--- src/rtl/counter_pkg.sv ---
// Shared types and constants for the counter library.
package counter_pkg;

    typedef enum logic {
        COUNT_WRAP = 1'b0,
        COUNT_SAT  = 1'b1
    } count_mode_e;

    localparam logic DIR_DOWN = 1'b0;
    localparam logic DIR_UP   = 1'b1;

endpackage : counter_pkg

--- src/rtl/count_prescaler.sv ---
// Enable prescaler: emits one tick per PRESCALE enabled cycles.
module count_prescaler #(
    parameter int unsigned PRESCALE = 1
) (
    input  logic clock,
    input  logic reset,
    input  logic clear,
    input  logic enable,
    output logic tick
);

    localparam int unsigned PW = (PRESCALE > 1) ? $clog2(PRESCALE) : 1;
    localparam logic [PW-1:0] LAST = PW'(PRESCALE - 1);

    if (PRESCALE < 1) begin : g_bad_prescale
        $error("count_prescaler: PRESCALE must be >= 1");
    end

    logic [PW-1:0] phase_q;
    logic [PW-1:0] phase_d;

    // With PRESCALE=1 the phase is constant zero, so tick reduces to enable.
    assign tick = enable & (phase_q == LAST);

    always_comb begin
        phase_d = phase_q;
        if (clear) begin
            phase_d = '0;
        end else if (enable) begin
            phase_d = (phase_q == LAST) ? '0 : phase_q + PW'(1);
        end
    end

    always_ff @(posedge clock or negedge reset) begin
        if (!reset) begin
            phase_q <= '0;
        end else begin
            phase_q <= phase_d;
        end
    end

endmodule : count_prescaler

--- src/rtl/mod_updown_counter.sv ---
// Parametrised up/down counter with wrap/saturate, load, clear and prescaled enable.
module mod_updown_counter
    import counter_pkg::*;
#(
    parameter int unsigned      WIDTH    = 8,
    parameter longint unsigned  MAX_VAL  = (64'd1 << WIDTH) - 64'd1,
    parameter int unsigned      PRESCALE = 1
) (
    input  logic             clock,
    input  logic             reset,
    input  logic             clear,
    input  logic             enable,
    input  logic             up_down,
    input  logic             mode,
    input  logic             load,
    input  logic [WIDTH-1:0] load_value,
    output logic [WIDTH-1:0] count,
    output logic             terminal,
    output logic             wrap_pulse,
    output logic             sat
);

    if (WIDTH < 1 || WIDTH > 32) begin : g_bad_width
        $error("mod_updown_counter: WIDTH must be 1..32");
    end
    if (MAX_VAL == 0 || MAX_VAL > ((64'd1 << WIDTH) - 64'd1)) begin : g_bad_max
        $error("mod_updown_counter: MAX_VAL must be 1..2**WIDTH-1");
    end

    localparam logic [WIDTH-1:0] MAX_C = WIDTH'(MAX_VAL);

    logic             tick;
    logic [WIDTH-1:0] count_q, count_d;
    logic             wrap_q, wrap_d;
    logic             sat_q, sat_d;

    count_prescaler #(
        .PRESCALE (PRESCALE)
    ) u_prescaler (
        .clock  (clock),
        .reset  (reset),
        .clear  (clear | load),
        .enable (enable),
        .tick   (tick)
    );

    // Bounds are checked before +/-1, so WIDTH-bit arithmetic never overflows.
    always_comb begin
        count_d = count_q;
        wrap_d  = 1'b0;
        sat_d   = sat_q;
        if (clear) begin
            count_d = '0;
            sat_d   = 1'b0;
        end else if (load) begin
            count_d = (load_value > MAX_C) ? MAX_C : load_value;
            sat_d   = 1'b0;
        end else if (tick) begin
            if (up_down == DIR_UP) begin
                if (count_q != MAX_C) begin
                    count_d = count_q + WIDTH'(1);
                    sat_d   = 1'b0;
                end else if (mode == COUNT_SAT) begin
                    sat_d   = 1'b1;
                end else begin
                    count_d = '0;
                    wrap_d  = 1'b1;
                end
            end else begin
                if (count_q != '0) begin
                    count_d = count_q - WIDTH'(1);
                    sat_d   = 1'b0;
                end else if (mode == COUNT_SAT) begin
                    sat_d   = 1'b1;
                end else begin
                    count_d = MAX_C;
                    wrap_d  = 1'b1;
                end
            end
        end
    end

    always_ff @(posedge clock or negedge reset) begin
        if (!reset) begin
            count_q <= '0;
            wrap_q  <= 1'b0;
            sat_q   <= 1'b0;
        end else begin
            count_q <= count_d;
            wrap_q  <= wrap_d;
            sat_q   <= sat_d;
        end
    end

    // Unregistered so a following stage can gate its enable in the same cycle.
    assign terminal   = (up_down == DIR_UP) ? (count_q == MAX_C) : (count_q == '0);
    assign count      = count_q;
    assign wrap_pulse = wrap_q;
    assign sat        = sat_q;

endmodule : mod_updown_counter

--- config.mk ---
export PLATFORM = sky130hd
export DESIGN_NAME = mod_updown_counter
export DESIGN_NICKNAME = d
export VERILOG_FILES = /design/src/rtl/counter_pkg.sv /design/src/rtl/count_prescaler.sv /design/src/rtl/mod_updown_counter.sv
export SDC_FILE = /design/constraint.sdc
export NUM_CORES = 1
export LEC_CHECK = 0
export ABC_AREA = 1
export BUFFER_PORTS_ARGS = -buffer_cell sky130_fd_sc_hd__buf_2
export CAP_MARGIN = 20
export CORE_ASPECT_RATIO = 0.9
export CORE_MARGIN = 8
export CORE_UTILIZATION = 49
export CTS_CLUSTER_DIAMETER = 150
export DETAILED_ROUTE_END_ITERATION = 8
export HOLD_SLACK_MARGIN = 0.08
export PLACE_DENSITY = 0.73
export SLEW_MARGIN = 40
export SYNTH_ARGS = -nofsm -noshare
export SYNTH_HDL_FRONTEND = slang
export SYNTH_SLANG_ARGS = --single-unit
--- constraint.sdc ---
create_clock -name clock -period 1.68 [get_ports clock]
set_input_delay 0.084 -clock clock [delete_from_list [all_inputs] [get_ports clock]]
set_output_delay 0.084 -clock clock [all_outputs]
set_load 0.02 [all_outputs]
Word-level counts from Yosys, hierarchy flattened
Cells that the tools add are included.
Widths: inputs -> output; s select.
{ "classes": {"addsub": 3, "magnitude_cmp": 1, "n_eq_ne": 4, "muxes": 27, "n_bitwise": 3, "reduce_logical": 5} }
{ "op_table": {"columns": ["op", "n"], "rows": [
  ["$mux 8", 9],
  ["$mux 1", 18],
  ["$ne 5x3->1 const B", 2],
  ["$add 8x1->8 const B", 1],
  ["$eq 8x8->1 const B", 1],
  ["$gt 8x8->1 const B", 1],
  ["$logic_not 8->1", 1],
  ["$ne 8x8->1 const B", 1],
  ["$reduce_bool 8->1", 1],
  ["$sub 8x1->8 const B", 1],
  ["$reduce_and 3->1", 1],
  ["$reduce_bool 3->1", 1],
  ["$reduce_bool 2->1", 1],
  ["$add 1x1->1 const B", 1],
  ["$and 1x1->1", 1],
  ["$not 1->1", 1],
  ["$or 1x1->1", 1]
]} }
{ "word_totals": {"reg_bits": 11, "output_inout_bits": 11, "word_cells": 47} }

Logic depth before layout (Yosys ltp)
{ "depth": {"depth_word": 6, "ltp_mapped": 11, "ltp_nobuf": 10} }

Modules after synthesis
A second synthesis with hierarchy kept.
{ "hier_totals": {"cells_unflattened": 181, "hier_area_um2": 1061.0} }
{ "by_module_without_submodules": {"columns": ["mod", "n_inst", "cells_per_inst", "area_each_um2", "seq_area_each_um2"], "rows": [
  ["mod_updown_counter", 1, 180, 1053.5, 250.2],
  ["count_prescaler", 1, 1, 7.5, 0.0]
]} }

Worst setup path before layout
No wires, ideal clock.
{ "synth_timing": {"path_kind": "register to register", "startpoint": "register count_q[1], in the netlist count[1]", "endpoint": "register count_q[2], in the netlist count[2]", "setup_time_ps": 117, "t_arrival_ps": 1505, "setup_slack_ps": 57, "stages_incl_launch_ff": 10, "period_less_slack_ps": 1623, "cell_sequence": "dfrtp_1 ha_1 inv_1 nor2_4 nand2_2 or2_1 nand3_2 inv_1 nand3_1 nand2_1"} }
{ "synth_via": {"elab_chain_len": 6} }
{ "synth_rtl": {"columns": ["element", "line_no", "text"], "rows": [
  ["from (decl)", "mod_updown_counter.sv:33", "logic [WIDTH-1:0] count_q, count_d;"],
  ["from (signal assigned)", "mod_updown_counter.sv:89", "count_q <= count_d;"],
  ["$sub 8x1->8, or another cell as far along", "mod_updown_counter.sv:71", "count_d = count_q - WIDTH'(1);"],
  ["$mux 8, on equally long branches", "mod_updown_counter.sv:70, mod_updown_counter.sv:60", null],
  ["$mux 8", "mod_updown_counter.sv:59", "if (up_down == DIR_UP) begin"],
  ["$mux 8", "mod_updown_counter.sv:58", "end else if (tick) begin"],
  ["$mux 8", "mod_updown_counter.sv:55", "end else if (load) begin"],
  ["$mux 8", "mod_updown_counter.sv:52", "if (clear) begin"]
]} }
Parallel ways exist; a longest one is shown, timed or not. The select of a mux whose other input is x is not followed.
A chain may end at the register's enable or synchronous reset.

Final worst setup path
{ "layout_timing": {"startpoint": "register count_q[1], in the netlist count[1]", "endpoint": "output port terminal"} }
{ "layout_via": {"elab_chain_len": 2} }
{ "layout_rtl": {"columns": ["element", "line_no", "text"], "rows": [
  ["$eq 8x8->1 / $logic_not 8->1 (equally long branches)", "mod_updown_counter.sv:96", "assign terminal = (up_down == DIR_UP) ? (count_q == MAX_C) : (count_q == '0);"],
  ["$mux 1 (*)", "mod_updown_counter.sv:96", null],
  ["to (decl)", "mod_updown_counter.sv:18", "output logic terminal,"]
]} }
Mark *: on every way between the ends. The rest lies on a longest branch, timed or not.

==> summary.md <==
| Metric | Value |
|---|---|
| Commonest non-fill, non-tap cell in the layout | `nand2_1` |
| Post-DP HPWL | `2.32 mm` |
| Setup Viol. Count Final | `0` |
| Fraction of layout cells with a size suffix above 1 | `29.6%` |
| Post-DR vias/cell | `5.18` |
| Cell Area, Synth | `1040 µm²` |
| Post-placement setup slack | `-29.1 ps` |
| Setup TNS | `0 ps` |
| I/O pins | `26` |
| Antenna violations before repair | `0` |
| Clock buffer depth | `2` |
| Initial Util | `53.1%` |
| DR iter-0 viols | `70` |
| Crit end category | `primary output` |
| Clk slew on worst S/H paths | `80 ps` |
| First-pass GRT wire length | `5.01 mm` |
| Fill cell total of the finished layout | `186` |
| Final Non-Filler Cells | `238` |
| Clock root cell | `clkbuf_4` |
| Worst EP arrival | `1590 ps` |
| Final ANT Viol Nets | `0` |
| Post-synthesis sequential area ratio | `24.2%` |
| Final Cycle Share | `99.7%` |
| Post-layout util | `67.9%` |
| IO Port Bufs | `25` |
| Final Hold Viols | `0` |
| Die area | `3840 µm²` |
| Fmax | `597 MHz` |
| WS Path Type | `reg2out` |
| DRC | `0` |
| Post-Syn Nets | `195` |
| Number of global-route vias before repair | `1199` |
| Final critical-path required period | `1680 ps` |
| CTS H-tree lvls | `1` |
| Sink Count | `10` |
| Post-synthesis area per instance | `5.85 µm²` |
| Most frequent cells in the layout | `66 x nand2_1, 24 x buf_2, 23 x nand3_1` |
| Total wire length | `3.12 mm` |
| Placed cell count | `229` |
| Post-Syn Instances | `177` |
| Crit start category | `register` |
| Leak | `0.710 nW` |
| Peak VDD IR | `427 µV` |
| Status | `finished, final reports clean` |
| Yosys warnings | `0` |
| Grt ovf | `0` |
| DR WL/cell | `13.1 µm` |
| Largest net degree at the start of global routing | `14` |
| DIE WIDTH | `64.5 µm` |
| Largest cells by area after synthesis | `nand2_1 25%, dfrtp_1 24%, nand3_1 11%` |
| Tot GR Track Use | `16.0%` |
| Routability cong. | `0.885` |
| Setup ws final | `4.86 ps` |
| First-pass iteration count of the detailed router | `4` |
| Hold WS | `137 ps` |
| Synth cell types | `26` |
| Nets@finish | `232` |
| Crit path max fanout | `3` |
| Core area | `1950 µm²` |
| N_diodes | `0` |
| Synth-to-Final Area Change | `28.0%` |
| Class of the worst hold path | `in2reg` |
| Worst slew margin | `81.9%` |
| Share of the synthesized area in the top cell type | `24.6%` |
| Max-cap viol count | `0` |
| Yosys top cell by area | `nand2_1` |
| Vias after detailed routing | `1232` |
| #FFs+latches synth | `10` |
| PD cells | `694 nW/µm²` |
| Worst Max-Slew Pin Slew | `272 ps` |
| CTS tree | `yes` |
| Worst-skew pair later-pin latency | `270 ps` |
| WP data required | `1600 ps` |
| Clock Skew | `4.07 ps` |
| Max-slew violations | `0` |
| CTS Buf Count | `3` |
| Die Span Y | `59.6 µm` |
| Row cnt | `15` |
==> metrics by stage <==
stage	cell area, µm²	total power, mW
3_3_place_gp	1210	0.653
5_1_grt	1330	0.974
2_1_floorplan	1040	0.543
6_report	1330	0.920
3_5_place_dp	1210	0.661
4_1_cts	1290	0.905
==> where the power goes <==
| group | switching, mW | internal [mW] |
|---|---|---|
| combinational | 0.233 | 0.156 |
| clock | 0.0985 | 0.132 |
| sequential | 0.0389 | 0.263 |
| total | 0.370 | 0.550 |
==> routing by layer <==
| metal | vias up | part of all wire [%] | GRT usage [%] |
|---|---|---|---|
| met4 | 0 | 0.55 | 6.52 |
| met3 | 4 | 7.7 | 4.16 |
| met1 | 557 | 46 | 19.0 |
| met2 | 45 | 46 | 26.9 |
| met5 | - | 0 | 0 |
| li1 | 626 | - | - |
==> synth_stat cells <==
library cell  instances
buf_4                 3
nor2_4                1
clkbuf_1              1
xnor2_1               1
nand2_2               2
o211ai_1              1
nand2_1              68
or2_1                 1
ha_1                  3
nand3_1              23
inv_1                16
nor2_2                3
o21ai_2               2
buf_6                 1
nand4_1               2
buf_2                 1
a21oi_1               2
buf_1                 1
nor2_1               24
nor3_2                1
buf_8                 1
nand3_2               1
dfrtp_1              10
nor3_1                1
or2_2                 1
o21ai_0               6
==> worst max-delay path, cell delays in order, from the launching register on <==
cell and delay, ps:
dfrtp_1 440, inv_1 100, ha_1 160, nand3_1 90, nor2_2 150, nand2_1 120, nand2_2 100, buf_4 140
==> state kept, by name, summed over array words and instances, names as in the netlist <==
signal,flops
sat,1
count,8
wrap_pulse,1
==> layout make-up <==
class	count	area (µm²)	share of cell area (%)
timing repair buffer	40	248	18.7
multi-input combinational	143	697	52.5
clock buffer	4	36.3	2.74
sequential	10	254	19.2
inverter	16	60.1	4.53
tap	25	31.3	2.36
==> worst paths after layout <==
path,startpoint,end,slack (ps),cells past startpoint
setup / recovery,count[1],terminal,5,7
hold / removal,load_value[1],count[1],140,3
setup reg to reg,count[1],count[3],90,9
hold reg to reg,sat,sat,560,2
max in group asynchronous,reset,count[2],1250,2
min in group asynchronous,reset,count[5],200,2
==> cell families after synthesis <==
logic type | Yosys count | synth area share (%)
and+or+nand+nor | 128 | 53.4
xor gates and xnor gates | 1 | 0.846
adders and majority gates | 3 | 3.62
DFF | 10 | 24.2
buffers and inverters | 24 | 11.7
AOI/OAI and AO/OA | 11 | 6.28
==> what timing repair did <==
item | 4_1_cts | 5_1_grt
hold buffers | 3 | 0
setup endpoints to repair | 4 | 7
setup buffers | 2 | 0
pin swaps | 0 | 1
hold endpoints to repair | 11 | 0
gates resized for setup | 1 | 13
No activity file was read; power rests on OpenSTA's default activity.
